[src/rtl/mac_dot_product_feeder_if.sv]
// Operand/result bus between the fetch path, the MAC feeder and the MAC core.
// The feeder sits on the slave modport; the environment drives the master side.
interface mac_dot_product_feeder_if #(
    parameter int CNT_W = 16
);
    logic             s_valid;
    logic             s_ready;
    logic [31:0]      s_a;
    logic [31:0]      s_b;
    logic             s_last;
    logic [31:0]      mac_a;
    logic [31:0]      mac_b;
    logic             mac_clr;
    logic [31:0]      mac_result;
    logic             m_valid;
    logic             m_ready;
    logic [31:0]      m_result;
    logic [CNT_W-1:0] m_count;

    modport master (
        output s_valid, s_a, s_b, s_last, mac_result, m_ready,
        input  s_ready, mac_a, mac_b, mac_clr, m_valid, m_result, m_count
    );

    modport slave (
        input  s_valid, s_a, s_b, s_last, mac_result, m_ready,
        output s_ready, mac_a, mac_b, mac_clr, m_valid, m_result, m_count
    );
endinterface

[src/rtl/mac_dot_product_feeder.sv]
// Operand sequencer for an FP32 MAC core: buffers (a,b,last) pairs, clears the
// core, streams one pair per cycle, then captures the dot product for handoff.
module mac_dot_product_feeder #(
    parameter int DEPTH  = 8,
    parameter int ADDR_W = 3,
    parameter int CNT_W  = 16
) (
    input  logic                     clk,
    input  logic                     rst,
    mac_dot_product_feeder_if.slave  bus
);
    localparam int ENTRY_W = 65;
    localparam logic [ADDR_W:0]  PTR_ONE = 1;
    localparam logic [CNT_W-1:0] CNT_ONE = 1;

    typedef enum logic [1:0] {CLEAR, FEED, DRAIN, HOLD} state_t;

    state_t             state_q, state_d;
    logic [ENTRY_W-1:0] mem_q [DEPTH];
    logic [ENTRY_W-1:0] mem_d [DEPTH];
    logic [ADDR_W:0]    wr_ptr_q, wr_ptr_d;
    logic [ADDR_W:0]    rd_ptr_q, rd_ptr_d;
    logic [CNT_W-1:0]   cnt_q, cnt_d;
    logic [31:0]        mac_a_q, mac_a_d;
    logic [31:0]        mac_b_q, mac_b_d;
    logic               mac_clr_q, mac_clr_d;
    logic               m_valid_q, m_valid_d;
    logic [31:0]        m_result_q, m_result_d;
    logic [CNT_W-1:0]   m_count_q, m_count_d;

    logic               empty, full, push, pop;
    logic [ENTRY_W-1:0] head;

    // Extra pointer MSB distinguishes full from empty when the indices match.
    assign empty = (wr_ptr_q == rd_ptr_q);
    assign full  = (wr_ptr_q[ADDR_W] != rd_ptr_q[ADDR_W]) &&
                   (wr_ptr_q[ADDR_W-1:0] == rd_ptr_q[ADDR_W-1:0]);
    assign push  = bus.s_valid && !full;
    assign pop   = (state_q == FEED) && !empty;
    assign head  = mem_q[rd_ptr_q[ADDR_W-1:0]];

    always_comb begin
        state_d    = state_q;
        mem_d      = mem_q;
        wr_ptr_d   = wr_ptr_q;
        rd_ptr_d   = rd_ptr_q;
        cnt_d      = cnt_q;
        m_valid_d  = m_valid_q;
        m_result_d = m_result_q;
        m_count_d  = m_count_q;

        if (push) begin
            mem_d[wr_ptr_q[ADDR_W-1:0]] = {bus.s_a, bus.s_b, bus.s_last};
            wr_ptr_d = wr_ptr_q + PTR_ONE;
        end
        if (pop) begin
            rd_ptr_d = rd_ptr_q + PTR_ONE;
        end

        case (state_q)
            CLEAR: begin
                cnt_d   = '0;
                state_d = FEED;
            end
            FEED: begin
                if (pop) begin
                    cnt_d = cnt_q + CNT_ONE;
                    if (head[0]) state_d = DRAIN;
                end
            end
            DRAIN: begin
                // The last operands are at the core this cycle, so the
                // accumulator output already includes the final product.
                m_result_d = bus.mac_result;
                m_count_d  = cnt_q;
                m_valid_d  = 1'b1;
                state_d    = HOLD;
            end
            HOLD: begin
                if (m_valid_q && bus.m_ready) begin
                    m_valid_d = 1'b0;
                    state_d   = CLEAR;
                end
            end
            default: state_d = CLEAR;
        endcase

        // Bubbles and non-FEED states present +0*+0 so the sum holds.
        mac_a_d   = pop ? head[64:33] : 32'h0;
        mac_b_d   = pop ? head[32:1]  : 32'h0;
        mac_clr_d = (state_d == CLEAR);
    end

    always_ff @(posedge clk or posedge rst) begin
        if (rst) begin
            state_q    <= CLEAR;
            for (int i = 0; i < DEPTH; i++) mem_q[i] <= '0;
            wr_ptr_q   <= '0;
            rd_ptr_q   <= '0;
            cnt_q      <= '0;
            mac_a_q    <= '0;
            mac_b_q    <= '0;
            mac_clr_q  <= 1'b1;
            m_valid_q  <= 1'b0;
            m_result_q <= '0;
            m_count_q  <= '0;
        end else begin
            state_q    <= state_d;
            mem_q      <= mem_d;
            wr_ptr_q   <= wr_ptr_d;
            rd_ptr_q   <= rd_ptr_d;
            cnt_q      <= cnt_d;
            mac_a_q    <= mac_a_d;
            mac_b_q    <= mac_b_d;
            mac_clr_q  <= mac_clr_d;
            m_valid_q  <= m_valid_d;
            m_result_q <= m_result_d;
            m_count_q  <= m_count_d;
        end
    end

    assign bus.s_ready  = !full;
    assign bus.mac_a    = mac_a_q;
    assign bus.mac_b    = mac_b_q;
    assign bus.mac_clr  = mac_clr_q;
    assign bus.m_valid  = m_valid_q;
    assign bus.m_result = m_result_q;
    assign bus.m_count  = m_count_q;
endmodule

[src/flat_wrapper.sv]
// flat-port wrapper written by rule: the top's interface ports become plain ports
module mac_dot_product_feeder_flat 
#(
    parameter int DEPTH  = 8,
    parameter int ADDR_W = 3,
    parameter int CNT_W  = 16
)
  (clk, rst, bus_s_valid, bus_s_a, bus_s_b, bus_s_last, bus_mac_result, bus_m_ready, bus_s_ready, bus_mac_a, bus_mac_b, bus_mac_clr, bus_m_valid, bus_m_result, bus_m_count);
  mac_dot_product_feeder_if #(.CNT_W(CNT_W)) bus_i ();
  input  logic clk;
  input  logic rst;
  input wire logic [$bits(bus_i.s_valid)-1:0] bus_s_valid;
  input wire logic [$bits(bus_i.s_a)-1:0] bus_s_a;
  input wire logic [$bits(bus_i.s_b)-1:0] bus_s_b;
  input wire logic [$bits(bus_i.s_last)-1:0] bus_s_last;
  input wire logic [$bits(bus_i.mac_result)-1:0] bus_mac_result;
  input wire logic [$bits(bus_i.m_ready)-1:0] bus_m_ready;
  output wire logic [$bits(bus_i.s_ready)-1:0] bus_s_ready;
  output wire logic [$bits(bus_i.mac_a)-1:0] bus_mac_a;
  output wire logic [$bits(bus_i.mac_b)-1:0] bus_mac_b;
  output wire logic [$bits(bus_i.mac_clr)-1:0] bus_mac_clr;
  output wire logic [$bits(bus_i.m_valid)-1:0] bus_m_valid;
  output wire logic [$bits(bus_i.m_result)-1:0] bus_m_result;
  output wire logic [$bits(bus_i.m_count)-1:0] bus_m_count;
  assign bus_i.s_valid = bus_s_valid;
  assign bus_i.s_a = bus_s_a;
  assign bus_i.s_b = bus_s_b;
  assign bus_i.s_last = bus_s_last;
  assign bus_i.mac_result = bus_mac_result;
  assign bus_i.m_ready = bus_m_ready;
  assign bus_s_ready = bus_i.s_ready;
  assign bus_mac_a = bus_i.mac_a;
  assign bus_mac_b = bus_i.mac_b;
  assign bus_mac_clr = bus_i.mac_clr;
  assign bus_m_valid = bus_i.m_valid;
  assign bus_m_result = bus_i.m_result;
  assign bus_m_count = bus_i.m_count;
  mac_dot_product_feeder #(.DEPTH(DEPTH), .ADDR_W(ADDR_W), .CNT_W(CNT_W)) u_core (.clk(clk), .rst(rst), .bus(bus_i));
endmodule
[config.mk]
export PLATFORM = sky130hd
export DESIGN_NAME = mac_dot_product_feeder_flat
export DESIGN_NICKNAME = d
export VERILOG_FILES = /design/src/rtl/mac_dot_product_feeder_if.sv /design/src/rtl/mac_dot_product_feeder.sv /design/src/flat_wrapper.sv
export SDC_FILE = /design/constraint.sdc
export NUM_CORES = 1
export LEC_CHECK = 0
export CAP_MARGIN = 20
export CELL_PAD_IN_SITES_DETAIL_PLACEMENT = 1
export CELL_PAD_IN_SITES_GLOBAL_PLACEMENT = 1
export CORE_UTILIZATION = 30
export DETAILED_ROUTE_END_ITERATION = 10
export PLACE_DENSITY = 0.52
export SLEW_MARGIN = 20
export SYNTH_ARGS = -nofsm -noshare
export SYNTH_HDL_FRONTEND = slang
export SYNTH_SLANG_ARGS = --single-unit
[constraint.sdc]
create_clock -name clk -period 22.5 [get_ports clk]
set_clock_uncertainty 0.05 [all_clocks]
set_input_delay 5.625 -clock clk [delete_from_list [all_inputs] [get_ports clk]]
set_output_delay 5.625 -clock clk [all_outputs]
set_load 0.005 [all_outputs]
==> run_results.csv <==
group,metric,value,unit
yosys,syn-instance-count,1729,
sta,tightest_slew,1.09,ns
floorplanning,initial_utilization,30.5,%
global_routing,number_of_global_route_vias_before_repair,18300,
floorplanning,boundaryPins,216,
yosys,ys_warn_count,0,
route,route.detailed.wl_per_inst,22.8,µm
sta,max_slew_violation_count,0,
run_status,outcome,"completed",
global_routing,initial_antenna_violation_count,7,
floorplanning,dieHeight,311,µm
power,max-vdd-ir-drop,0.0707,mV
worst_setup_path,critPathMaxFanout,50,
place,numPortBuffers,215,
cells_and_area,n_fill_cell,9426,
yosys,yosys_most_used_dff,"sky130_fd_sc_hd__dfrtp_1",
worst_setup_path,classification_of_the_worst_setup_path,"reg2out",
yosys,synth_edf_count,0,
yosys,synth-seq-area-share,57.7,%
sta,min_period,9.18,ns
sta,timing.final.setup_violations,0,
clocking,cts_setup_buffers,0,
global_routing,grt_overflow_total,0,
route,drtAntennaViolNets,0,
worst_setup_path,timing.critical_path.from,"u_core.rd_ptr_q[1]",
hold_path,hp-class,"reg2reg",
hold_path,hold_path_startpoint,"u_core.mem_q[222]",
run,max_cap_violations,0,
sta,hold_violations,0,
clocking,clkLatencyLatePin,0.63,ns
yosys,synth_area_leader_cell,"sky130_fd_sc_hd__dfrtp_1",
floorplanning,fp-row-count,112,
worst_setup_path,r2r-start,"u_core.rd_ptr_q[1]",
clocking,cts_sinks,660,
clocking,cts_inserted_buffers,78,
clocking,tritoncts,"done",
yosys,mappedNetlistNets,1833,
global_routing,grt_use_total,15.9,%
worst_setup_path,critPathMaxStageDelay,1.03,ns
sta,worst_slew_margin_rel,27.1,%
clocking,clock_tree.root_cell,"sky130_fd_sc_hd__clkbuf_16",
clocking,post_cts_resized,0,
worst_setup_path,cells_traversed_along_the_worst_timing_path,"xor2_2, nor4_4, inv_1, clkdlybuf4s50_1",
worst_setup_path,crit_slowest_cell,"sky130_fd_sc_hd__dfrtp_4",
power,power.density,152,mW/mm²
place,detailedPlacementHpwl,42300,µm
cells_and_area,drive_above_1_share,43.5,%
yosys,ys_async_sr_fraction,100,%
place,placed_cells,3114,
worst_setup_path,cp.arrival,3.51,ns
route,route.detailed.drc,0,
global_routing,largest_net_degree_at_the_start_of_global_routing,167,
clocking,cts_hold_repair_buffers,0,
clocking,cts.clk_slew.worst_paths,0.06,ns
yosys,netlist_area,0.0286,mm²
cells_and_area,final-instance-count-excl-fill,3259,
route,vias_per_cell,4.82,
global_routing,first_pass_grt_wire_length,118000,µm
place,place.gp.congestion,0.676,
worst_setup_path,setup.worst_path.end_class,"output port",
route,drt-total-wl,74200,µm
cells_and_area,area_added_between_synthesis_and_finish,21.0,%
route,detail_route.first_pass.iterations,4,
clocking,clock_path_buffers,3,
yosys,synthTopCellsByArea,"sky130_fd_sc_hd__dfrtp_1 (58%), sky130_fd_sc_hd__mux2_2 (18%), sky130_fd_sc_hd__mux4_2 (10%)",
route,via_count,15700,
yosys,synth-seq-cells,660,
floorplanning,core,0.0939,mm²
worst_setup_path,worstPathRequired,16.83,ns
sta,setup_repair_after_global_routing_missed_its_margin,"false",
sta,timing.final.crit_share,40.8,%
worst_setup_path,timing.critical_path.from_type,"flop",
yosys,synth_top_area_share,57.6,%
yosys,synth.distinct_cells,47,
route,first_iter_violations,574,
sta,timing.fmax,0.109,GHz
yosys,synth_area_per_cell,16.6,µm²
power,total_power,5.28,mW
power,cellLeakagePower,14.8,nW
floorplanning,dieWidth,311,µm
cells_and_area,finalNetCount,2044,
floorplanning,die_area,0.0967,mm²
clocking,clock_tree.htree_level_count,3,
sta,final.setup.tns,0,ns
cell usage in the layout (no fill, tap or decap), types with 4 or more instances in the layout:
cell type	synthesis	final
sky130_fd_sc_hd__buf_4	15	26
sky130_fd_sc_hd__dfrtp_1	659	656
sky130_fd_sc_hd__inv_1	5	4
sky130_fd_sc_hd__nor2_1	70	69
sky130_fd_sc_hd__o21ai_0	4	4
sky130_fd_sc_hd__mux2_4	100	100
sky130_fd_sc_hd__mux2_2	469	469
sky130_fd_sc_hd__mux4_2	130	130
sky130_fd_sc_hd__clkbuf_8	0	16
sky130_fd_sc_hd__clkinv_2	0	15
sky130_fd_sc_hd__clkbuf_1	25	20
sky130_fd_sc_hd__clkbuf_16	0	81
sky130_fd_sc_hd__nand2b_1	5	5
sky130_fd_sc_hd__clkdlybuf4s50_1	0	215
sky130_fd_sc_hd__xnor2_1	9	9
sky130_fd_sc_hd__mux2i_1	71	71
sky130_fd_sc_hd__nand3_1	11	11
sky130_fd_sc_hd__nand2_1	26	25
sky130_fd_sc_hd__inv_6	0	4
sky130_fd_sc_hd__bufinv_16	0	6
sky130_fd_sc_hd__a2111oi_0	4	4
final timing paths:
| check | slack, ns | cells past startpoint | to |
|---|---|---|---|
| max | 13.32 | 4 | bus_s_ready |
| min | 0.45 | 1 | u_core.mem_q[222] |
| max reg2reg | 18.28 | 5 | u_core.mem_q[387] |
| min reg2reg | 0.45 | 1 | u_core.mem_q[222] |
| max in group asynchronous | 14.00 | 5 | u_core.mem_q[414] |
| min in group asynchronous | 5.32 | 2 | u_core.bus.m_count[6] |
per-stage QoR:
stage	hold WS, ns	instance area (µm²)	worst slack, ns	utilization, %
2_1_floorplan	0.415	28600	7.80	-
3_3_place_gp	0.431	32000	13.28	34.1
3_5_place_dp	0.439	32000	13.19	34.1
4_1_cts	0.452	34600	13.23	36.9
5_1_grt	0.463	34700	13.05	36.9
6_report	0.451	34700	13.32	36.9
Yosys cell counts (2+ instances only):
| cell type | number |
|---|---|
| sky130_fd_sc_hd__ha_1 | 3 |
| sky130_fd_sc_hd__mux2_2 | 469 |
| sky130_fd_sc_hd__mux2_4 | 100 |
| sky130_fd_sc_hd__clkbuf_1 | 25 |
| sky130_fd_sc_hd__o211ai_1 | 2 |
| sky130_fd_sc_hd__or4_1 | 3 |
| sky130_fd_sc_hd__a21oi_1 | 3 |
| sky130_fd_sc_hd__nor3b_1 | 2 |
| sky130_fd_sc_hd__a31oi_1 | 2 |
| sky130_fd_sc_hd__o21ai_0 | 4 |
| sky130_fd_sc_hd__nand3_1 | 11 |
| sky130_fd_sc_hd__xor2_1 | 2 |
| sky130_fd_sc_hd__dfrtp_1 | 659 |
| sky130_fd_sc_hd__xnor2_1 | 9 |
| sky130_fd_sc_hd__buf_4 | 15 |
| sky130_fd_sc_hd__mux4_2 | 130 |
| sky130_fd_sc_hd__nand2b_1 | 5 |
| sky130_fd_sc_hd__nand4_1 | 3 |
| sky130_fd_sc_hd__or3_1 | 2 |
| sky130_fd_sc_hd__buf_1 | 18 |
| sky130_fd_sc_hd__or4_4 | 2 |
| sky130_fd_sc_hd__buf_2 | 38 |
| sky130_fd_sc_hd__nor3_1 | 2 |
| sky130_fd_sc_hd__nor4_1 | 4 |
| sky130_fd_sc_hd__a2111oi_0 | 4 |
| sky130_fd_sc_hd__xor2_2 | 3 |
| sky130_fd_sc_hd__nor4b_1 | 2 |
| sky130_fd_sc_hd__nand2_1 | 26 |
| sky130_fd_sc_hd__nor2_1 | 70 |
| sky130_fd_sc_hd__inv_1 | 5 |
| sky130_fd_sc_hd__o21a_1 | 2 |
| sky130_fd_sc_hd__buf_6 | 17 |
| sky130_fd_sc_hd__mux2i_1 | 71 |
| sky130_fd_sc_hd__a21o_1 | 2 |
| sky130_fd_sc_hd__nor2b_1 | 2 |
registers in the layout (all words and copies together), names as in the netlist:
name,flops
u_core.mem_q,520
u_core.bus.m_result,32
u_core.bus.mac_a,32
u_core.bus.mac_b,32
u_core.bus.m_count,16
u_core.cnt_q,16
u_core.rd_ptr_q,4
u_core.wr_ptr_q,4
u_core.state_q,2
u_core.bus.m_valid,1
u_core.bus.mac_clr,1
where the power goes:
part | internal [mW] | total (mW) | switching, mW
Clock | 0.782 | 1.29 | 0.506
Sequential | 1.75 | 2.09 | 0.344
Combinational | 1.15 | 1.90 | 0.753
cell families (layout without fill, tap and decap cells):
group           after synthesis  in the layout  synth area share (%)
xor+xnor                     14             14                 0.507
simple gates                138            138                  2.25
mux                         770            770                  36.4
fa+ha+maj                     3              3                 0.131
flops                       660            660                  57.7
compound gates               26             26                 0.682
buf+inv                     118            392                  2.36
other cells                   0              2                     0
layout make-up:
class / count / area, µm² / area share (%)
sequential: 660 / 16500 / 47.7
inverter: 5 / 22.5 / 0.0650
clock buffer: 117 / 2320 / 6.70
timing repair buffer: 244 / 2390 / 6.90
clock inverter: 26 / 298 / 0.859
tap: 1254 / 1570 / 4.53
multi-input combinational: 951 / 11500 / 33.2
antenna: 2 / 5.00 / 0.0144
layer usage:
| metal | up-vias | GRT usage [%] | part of all wire, % |
|---|---|---|---|
| met2 | 229 | 26.9 | 51 |
| met1 | 8596 | 20.7 | 44 |
| met4 | 10 | 4.22 | 1.7 |
| met5 | - | 0 | 0.084 |
| li1 | 6786 | - | - |
| met3 | 98 | 3.05 | 4.0 |
critical path: cells and delay by family, from the launching register on:
family / cells / cell delay (ns)
buffers and inverters: 2 / 0.89
flip-flops: 1 / 1.03
XOR/XNOR: 1 / 0.30
AND/OR/NAND/NOR: 1 / 0.65
Power figures use the tool's default switching activity.
==> RTL edit (config.mk and constraints unchanged) <==
Make the reset (`rst`) synchronous in one clocked block.
--- a/src/rtl/mac_dot_product_feeder.sv
+++ b/src/rtl/mac_dot_product_feeder.sv
@@ -91,7 +91,7 @@
         mac_clr_d = (state_d == CLEAR);
     end
 
-    always_ff @(posedge clk or posedge rst) begin
+    always_ff @(posedge clk) begin
         if (rst) begin
             state_q    <= CLEAR;
             for (int i = 0; i < DEPTH; i++) mem_q[i] <= '0;
Check against the original RTL: differs if rst is asserted again (counterexample within 4 cycles, from zero or initial values and one cycle with rst high); with rst held inactive, the same outputs for 4 cycles.
==> RTL edit against the original RTL <==
Setup slack better by 0.66 ns; maximum frequency increased by 7.8%; design area fell by 3.6%; area after synthesis shrank 1.6%; cell count up 36%; the flow now finishes with violations (max-slew violations); routed wire length grew 35%; largest cell class is now multi-input gates; highest routed layer unchanged; sequential cell count stayed put.
Power is not compared: it rests on default switching activity, and its combinational part moved more than twofold at a synthesized area within 25%.
==> RTL edit: results (changes against the original RTL) <==
[global_route]
use_met3 = 0.0328  ; was 0.0305
globalRouteMet2Util = 0.358  ; was 0.269
grt_max_degree = 225  ; was 167
grt_pass1_vias = 26100  ; was 18.3k
grt_use_met1 = 0.266  ; was 0.207
track_usage = 0.208  ; was 0.159
grt_pass1_wl_mm = 156  ; was 118 mm
antenna_found_initial = 12  ; was 7

[critical_path]
cp_slowest_cell = buf_4  ; was dfrtp_4
crit_path_max_incr_delay_ns = 0.91  ; was 1.03 ns
crit_arrival_ns = 9.00  ; was 3.51 ns
critPathTopFamily = buffers and inverters  ; was flip-flops
cp_max_fo = 73  ; was 50

[clocking]
cts_buffers = 81  ; was 78

[placed_design]
place.gp.congestion = 0.722  ; was 0.676
dp_hpwl_mm = 51.0  ; was 42.3 mm
dpl-instance-area_um2 = 30600  ; was 32,000 µm²
dp.cells = 4269  ; was 3,114

[run_status]
status = finished with violations  ; was completed
violations = max-slew violations

[drt]
via_per_inst = 5.56  ; was 4.82
vias = 24568  ; was 15.7k
firstDrtPassIters = 5  ; was 4
wl_per_cell_um = 22.7  ; was 22.8 µm
dr.first_iter.drc_count = 1396  ; was 574

[cells_and_area]
fillers = 10475  ; was 9,426
finalNetCount = 3203  ; was 2,044
syn_to_final_growth_pct = 18.6  ; was 21.0%
drive_gt1_frac = 0.0990  ; was 0.435

[logic_synthesis]
synth_cell_types = 51  ; was 47
seq_area_frac_synth = 0.469  ; was 0.577
yosys-top-cells-count = dfxtp_1 (660), a21oi_1 (577), nand3_1 (530)  ; was dfrtp_1 (659), mux2_2 (469), mux4_2 (130)
async_flop_share = 0  ; was 1.00

[sta]
final_max_slew_viol_count = 89  ; was 0

RTL edit: power by group through the flow:
stage | Clock, µW | Sequential (µW) | Combinational (µW)
2_1_floorplan | 0 | 1230 | 241
3_3_place_gp | 0 | 1250 | 334
3_5_place_dp | 0 | 1250 | 339
4_1_cts | 1410 | 1220 | 340
5_1_grt | 1460 | 1230 | 363
6_report | 1370 | 1220 | 335
RTL edit: cell type report:
| type | count | area share |
|---|---|---|
| clock inverter | 26 | 0.0101 |
| antenna | 4 | 0.000300 |
| clock buffer | 119 | 0.0729 |
| inverter | 5 | 0.000562 |
| tap | 1254 | 0.0470 |
| sequential | 660 | 0.396 |
| multi-input combinational | 2106 | 0.399 |
| timing repair buffer | 245 | 0.0745 |
RTL edit: layer usage:
layer / routed length (µm) / vias to the layer above
li1: - / 11315
met1: 45200 / 12622
met2: 48900 / 467
met3: 4050 / 150
met4: 1890 / 14
met5: 90 / -
RTL edit: cells by family (layout without fill, tap and decap cells):
logic type      after synthesis  count (layout)  share of synthesized area
simple gates                764             764                      0.130
fa+ha+maj                     3               3                    0.00133
other cells                   0               4                          0
mux                         202             202                      0.130
buf+inv                     426             395                     0.0618
compound gates             1127            1127                      0.204
xor+xnor                     10              10                    0.00431
flops                       660             660                      0.469
RTL edit: worst paths after layout:
path	from	to	cells after the start	slack, ns
setup / recovery	bus_s_valid	u_core.mem_q[248]$_SDFFE_PP0P_	7	13.98
hold / removal	u_core.bus.m_result[23]$_SDFFE_PP0P_	u_core.bus.m_result[23]$_SDFFE_PP0P_	2	0.40
setup reg to reg	u_core.wr_ptr_q[0]$_SDFFE_PP0P_	u_core.mem_q[290]$_SDFFE_PP0P_	6	18.66
hold reg to reg	u_core.bus.m_result[23]$_SDFFE_PP0P_	u_core.bus.m_result[23]$_SDFFE_PP0P_	2	0.40
RTL edit: per-stage QoR:
step                setup slack (ns)  hold WS (ns)  power [µW]
floorplan                      15.54         0.390        1470
finish                         13.98         0.402        2930
global route                   13.75         0.427        3050
detailed placement             13.31         0.398        1590
global placement               13.47         0.393        1580
CTS                            14.01         0.406        2980
RTL edit: worst register-to-register path: stages, from the launching register on:
cell	delay, ns
dfxtp_1	0.92
xor2_2	0.41
o41a_2	0.21
buf_4	0.58
buf_12	0.55
nand3_1	0.86
a21oi_1	0.20
